--- src/rtl/core_mem_arbiter.sv ---
// Round-robin arbiter sharing one AXI block-transfer port between icache and dcache.
// One transaction at a time; a watchdog flags any transaction that stalls in GRANT.
module core_mem_arbiter #(
  parameter int ADDR_WIDTH       = 64,
  parameter int AXI_DATA_WIDTH   = 256,
  parameter int BLOCK_BYTES_LOG2 = 5,
  parameter int TIMEOUT_CYCLES   = 1024
) (
  input  logic                      i_clk,
  input  logic                      i_rst,
  input  logic                      i_ic_req,
  input  logic [ADDR_WIDTH-1:0]     i_ic_addr,
  output logic                      o_ic_done,
  output logic [AXI_DATA_WIDTH-1:0] o_ic_block,
  input  logic                      i_dc_req,
  input  logic [ADDR_WIDTH-1:0]     i_dc_addr,
  input  logic                      i_dc_we,
  input  logic [AXI_DATA_WIDTH-1:0] i_dc_wblock,
  output logic                      o_dc_done,
  output logic [AXI_DATA_WIDTH-1:0] o_dc_block,
  output logic                      o_axi_req,
  output logic [ADDR_WIDTH-1:0]     o_axi_addr,
  output logic                      o_axi_we,
  output logic [AXI_DATA_WIDTH-1:0] o_axi_wblock,
  input  logic                      i_axi_done,
  input  logic [AXI_DATA_WIDTH-1:0] i_axi_rblock,
  output logic                      o_timeout_err
);

  localparam int WD_W = $clog2(TIMEOUT_CYCLES + 1);
  localparam logic [WD_W-1:0] WD_MAX = WD_W'(TIMEOUT_CYCLES);
  localparam logic [ADDR_WIDTH-1:0] ALIGN_MASK =
    ~((ADDR_WIDTH'(1) << BLOCK_BYTES_LOG2) - ADDR_WIDTH'(1));

  typedef enum logic [1:0] {S_IDLE, S_GRANT, S_RESP} state_t;
  typedef enum logic {GR_IC, GR_DC} grant_t;

  state_t                    state_q, state_d;
  grant_t                    last_q, last_d;
  logic [ADDR_WIDTH-1:0]     addr_q, addr_d;
  logic                      we_q, we_d;
  logic [AXI_DATA_WIDTH-1:0] wblock_q, wblock_d;
  logic [AXI_DATA_WIDTH-1:0] ic_block_q, ic_block_d;
  logic [AXI_DATA_WIDTH-1:0] dc_block_q, dc_block_d;
  logic [WD_W-1:0]           wdog_q, wdog_d;
  logic                      tout_q, tout_d;
  logic [WD_W-1:0]           wdog_inc;
  logic                      pick_dc;

  always_ff @(posedge i_clk) begin
    if (i_rst) begin
      state_q    <= S_IDLE;
      last_q     <= GR_DC;
      addr_q     <= '0;
      we_q       <= 1'b0;
      wblock_q   <= '0;
      ic_block_q <= '0;
      dc_block_q <= '0;
      wdog_q     <= '0;
      tout_q     <= 1'b0;
    end else begin
      state_q    <= state_d;
      last_q     <= last_d;
      addr_q     <= addr_d;
      we_q       <= we_d;
      wblock_q   <= wblock_d;
      ic_block_q <= ic_block_d;
      dc_block_q <= dc_block_d;
      wdog_q     <= wdog_d;
      tout_q     <= tout_d;
    end
  end

  always_comb begin
    state_d    = state_q;
    last_d     = last_q;
    addr_d     = addr_q;
    we_d       = we_q;
    wblock_d   = wblock_q;
    ic_block_d = ic_block_q;
    dc_block_d = dc_block_q;
    wdog_d     = wdog_q;
    tout_d     = tout_q;
    wdog_inc   = wdog_q + 1'b1;
    // Dcache wins when it is the sole requester or icache had the last grant.
    pick_dc    = i_dc_req && (!i_ic_req || (last_q == GR_IC));
    unique case (state_q)
      S_IDLE: begin
        if (i_ic_req || i_dc_req) begin
          state_d = S_GRANT;
          if (pick_dc) begin
            last_d   = GR_DC;
            addr_d   = i_dc_addr & ALIGN_MASK;
            we_d     = i_dc_we;
            wblock_d = i_dc_wblock;
          end else begin
            last_d   = GR_IC;
            addr_d   = i_ic_addr & ALIGN_MASK;
            we_d     = 1'b0;
            wblock_d = '0;
          end
        end
      end
      S_GRANT: begin
        if (i_axi_done) begin
          state_d = S_RESP;
          wdog_d  = '0;
          if (last_q == GR_IC) ic_block_d = i_axi_rblock;
          else                 dc_block_d = i_axi_rblock;
        end else if (wdog_q != WD_MAX) begin
          wdog_d = wdog_inc;
          if (wdog_inc == WD_MAX) tout_d = 1'b1;
        end
      end
      S_RESP:  state_d = S_IDLE;
      default: state_d = S_IDLE;
    endcase
  end

  always_comb begin
    o_axi_req     = (state_q == S_GRANT);
    o_ic_done     = (state_q == S_RESP) && (last_q == GR_IC);
    o_dc_done     = (state_q == S_RESP) && (last_q == GR_DC);
    o_axi_addr    = addr_q;
    o_axi_we      = we_q;
    o_axi_wblock  = wblock_q;
    o_ic_block    = ic_block_q;
    o_dc_block    = dc_block_q;
    o_timeout_err = tout_q;
  end

endmodule
--- config.mk ---
export PLATFORM = sky130hd
export DESIGN_NAME = core_mem_arbiter
export DESIGN_NICKNAME = d
export VERILOG_FILES = /design/src/rtl/core_mem_arbiter.sv
export SDC_FILE = /design/constraint.sdc
export NUM_CORES = 2
export LEC_CHECK = 0
export CORE_AREA = 2 2 583 585
export DETAILED_ROUTE_END_ITERATION = 10
export DIE_AREA = 0 0 585 587
export GPL_ROUTABILITY_DRIVEN = 0
export GPL_TIMING_DRIVEN = 0
export SETUP_SLACK_MARGIN = 0.05
export SYNTH_ARGS = -nofsm -noshare
export SYNTH_HDL_FRONTEND = slang
export SYNTH_SLANG_ARGS = --single-unit
--- constraint.sdc ---
create_clock -name i_clk -period 1.8 [get_ports i_clk]
set_input_delay 0.54 -clock i_clk [delete_from_list [all_inputs] [get_ports i_clk]]
set_output_delay 0.54 -clock i_clk [all_outputs]
set_load 0.02 [all_outputs]
==> results_dict.tcl <==
set metrics [dict create \
    crit_family "buffers and inverters" \
    synth.top_cell.area_share_pct 57.6 \
    topRoutingLayerUsed "met5" \
    grt_pass1_vias 31628 \
    wl_met1_um 98400 \
    yosysUniqueCellTypes 45 \
    track_usage_pct 15.4 \
    min_path_cells 3 \
    yosys.area_share.simple_pct 18.0 \
    slew_headroom_pct 23.8 \
    grt_overflow 0 \
    vdd_drop_max_v 0.000818 \
    drt_iter0_markers 2824 \
    cts_tree "yes" \
    drv_slew 0 \
    tns_ps -204810 \
    power.switching_mw 16.1 \
    power_frac_seq_pct 37.9 \
    power_density_nw_per_um2 892 \
    fp.dieW_um 585 \
    mostFrequentLayoutCell "nand2_1" \
    final_layout_size_suffix_gt1_share_pct 33.0 \
    cts-htree-levels 3 \
    synth-adder-area-share_pct 0.128 \
    hpwl_um 237000 \
    p_int_mw 36.9 \
    finalSetupViolCount 1433 \
    violations "setup timing" \
    cts_sinks 843 \
    wl_met3_um 32000 \
    grt_pass1_wl_um 343000 \
    cp_max_fo 2 \
    fmax_mhz 467 \
    fin_hold_ws_ps 269 \
    synth_top_family_by_area "simple AND/OR/NAND/NOR gates" \
    synth_seq_cells 843 \
    final_cells 9889 \
    ctsHoldBuffers 0 \
    io_pins 1483 \
    nets 5851 \
    swShare_pct 30.4 \
    grt_max_degree 18 \
    clk_latency_ps 860 \
    worst_ep_arrival_time_ps 1600 \
    vias_per_cell 3.49 \
    critPathKind "reg -> out" \
    portBuffers 1466 \
    hp-class "in -> reg" \
    worst_setup_path_start_kind "register" \
    status "finished, violations left" \
    wire_per_inst_um 28.6 \
    final_util_pct 17.6 \
    worst_slack_ps -341 \
    rsz0062_at_grt "true" \
    numCtsBuffers 108 \
    yosys.area.top_type "dfxtp_1" \
    syn_area_sq_um 29300 \
    die_y_um 587 \
    r2r_setup_slack_ps -260 \
    dp.cells 9467 \
    synth_area_leaders "dfxtp_1 58%, nand2_1 13%, a21oi_1 8.9%, a22oi_1 6.7%, nor2_1 4.2%" \
    initial_core_util_pct 8.67 \
    drt_pass1_iterations 8 \
    p_leak_nw 23.0 \
    critPathMaxStageDelay_ps 480 \
    finClkSkew_ps 88.5 \
    wl_met2_um 132000 \
    hold_viol 0 \
    worst_ep_required_time_ps 1260 \
    wirelength_um 283000 \
    clk_path_buf_depth 4 \
    drc 0 \
    synth-main-ff-cell "dfxtp_1" \
    clk_pin_slew_ps 60 \
    max-cap-violations 0 \
    synthXorXnorAreaFrac_pct 0.149 \
    ys_seq_area_share_pct 57.6 \
    final.fill_count 37835 \
    root_buffer "clkbuf_16" \
    path_cells "clkdlybuf4s15_2" \
    async_flop_share_pct 0 \
    fin_crit_sh_pct 119 \
    synthCells 3461 \
    drtAntennaViolNets 0 \
    areaGrowthSynthToFinish_pct 103 \
    yosys_warnings 0 \
    rr_worst_depth 8 \
    clkPwrFrac_pct 43.1 \
    combPwrFrac_pct 19.0 \
    dieArea_sq_um 343000 \
    crit_buf_inv 1 \
    vias 34557 \
    worst_pin_slew_ps 1140 \
    total_power_mw 53.1 \
    row_count 214 \
    layout_common_cells "895 x nand2_1, 634 x clkdlybuf4s50_1, 411 x dfxtp_1, 387 x a21oi_1, 348 x dfxtp_2" \
    finalCriticalPeriod_ps 2140 \
    cp_num_cells 1 \
    antenna_found_initial 119 \
    endpoint_kind "output port" \
    synth_edf_count 0 \
    synth_compound_area_share_pct 17.7 \
    cp_slowest_cell "clkdlybuf4s15_2" \
    core-area_sq_um 338000 \
    synth.area.mux_share_pct 2.02 \
    avgSynthCellArea_sq_um 8.47 \
]
## routing by layer
metal / GRT usage, % / vias to the layer above
met5: 0 / -
met4: 9.35 / 42
met3: 6.36 / 565
met2: 25.5 / 2197
met1: 16.3 / 16542
li1: - / 15211
## power groups by stage
stage | Combinational, mW | Sequential (mW) | Clock, mW
detailed placement | 9.01 | 20.4 | 0
global placement | 9.00 | 20.4 | 0
global route | 10.5 | 20.2 | 24.1
floorplan | 2.19 | 21.3 | 0
finish | 10.1 | 20.1 | 22.9
CTS | 8.86 | 20.0 | 23.6
## what timing repair did
| item | 4_1_cts | 5_1_grt |
|---|---|---|
| buffers inserted | 18 | 115 |
| cloned | 10 | 25 |
| endpoints found under the setup margin | 1675 | 1666 |
| pin swaps | 26 | 81 |
| gates resized for setup | 1834 | 3348 |
## Yosys cell counts, types with 2 or more instances
master       n
nand2_1   1029
dfxtp_1    843
a21oi_1    522
nor2_1     326
a22oi_1    260
clkbuf_1   162
buf_2      112
a211oi_1    62
mux2i_1     59
buf_1       15
nor3_1       7
buf_4        6
inv_1        4
nand3_1      4
nand4_1      4
a21o_1       3
a31oi_1      3
ha_1         3
nand2b_1     3
xnor2_1      3
a211o_1      2
a311oi_1     2
and3_1       2
nor3b_1      2
o21ai_0      2
xor2_1       2
## kinds of logic (layout without fill, tap and decap cells)
| kind of cell | Yosys count | in the layout |
|---|---|---|
| AND/OR/NAND/NOR | 1385 | 1385 |
| buffers and inverters | 302 | 2120 |
| adder cells (fa/ha/maj) | 3 | 3 |
| other | 1 | 75 |
| AO/OA/AOI/OAI | 863 | 863 |
| flip-flops | 843 | 843 |
| multiplexers | 59 | 59 |
| XOR/XNOR | 5 | 5 |
## layout make-up
type,count,area [sq um],area share (%)
well taps,4536,5680,9.54
clock inverters,36,519,0.873
inverters,5,26.3,0.0442
repair buffers,1631,17400,29.2
multi-input cells,2320,12700,21.3
plain buffers,293,2280,3.84
flip-flops and latches,843,17600,29.6
diodes,70,175,0.295
clock buffers,155,3110,5.23
## path summary, 6_finish.rpt
| check | start | end |
|---|---|---|
| max | o_axi_wblock[235] | o_axi_wblock[235] |
| min reg2reg | o_ic_block[25] | o_ic_block[25] |
| max reg2reg | state_q[1] | o_axi_wblock[38] |
| min | i_axi_rblock[3] | o_ic_block[3] |
## sequential cells by signal, indices dropped and copies added, names as in the netlist
signal,flops
o_axi_wblock,256
o_dc_block,256
o_ic_block,256
o_axi_addr,59
wdog_q,11
state_q,2
last_q,1
o_axi_we,1
o_timeout_err,1
## per-stage QoR
stage               setup WS (ps)  cell area (sq um)
floorplan                    28.3              29300
global placement            -3670              49700
detailed placement          -2480              49700
CTS                          -477              53700
global route                 -418              59400
finish                       -341              59500
No activity file was read; power rests on OpenSTA's default activity.
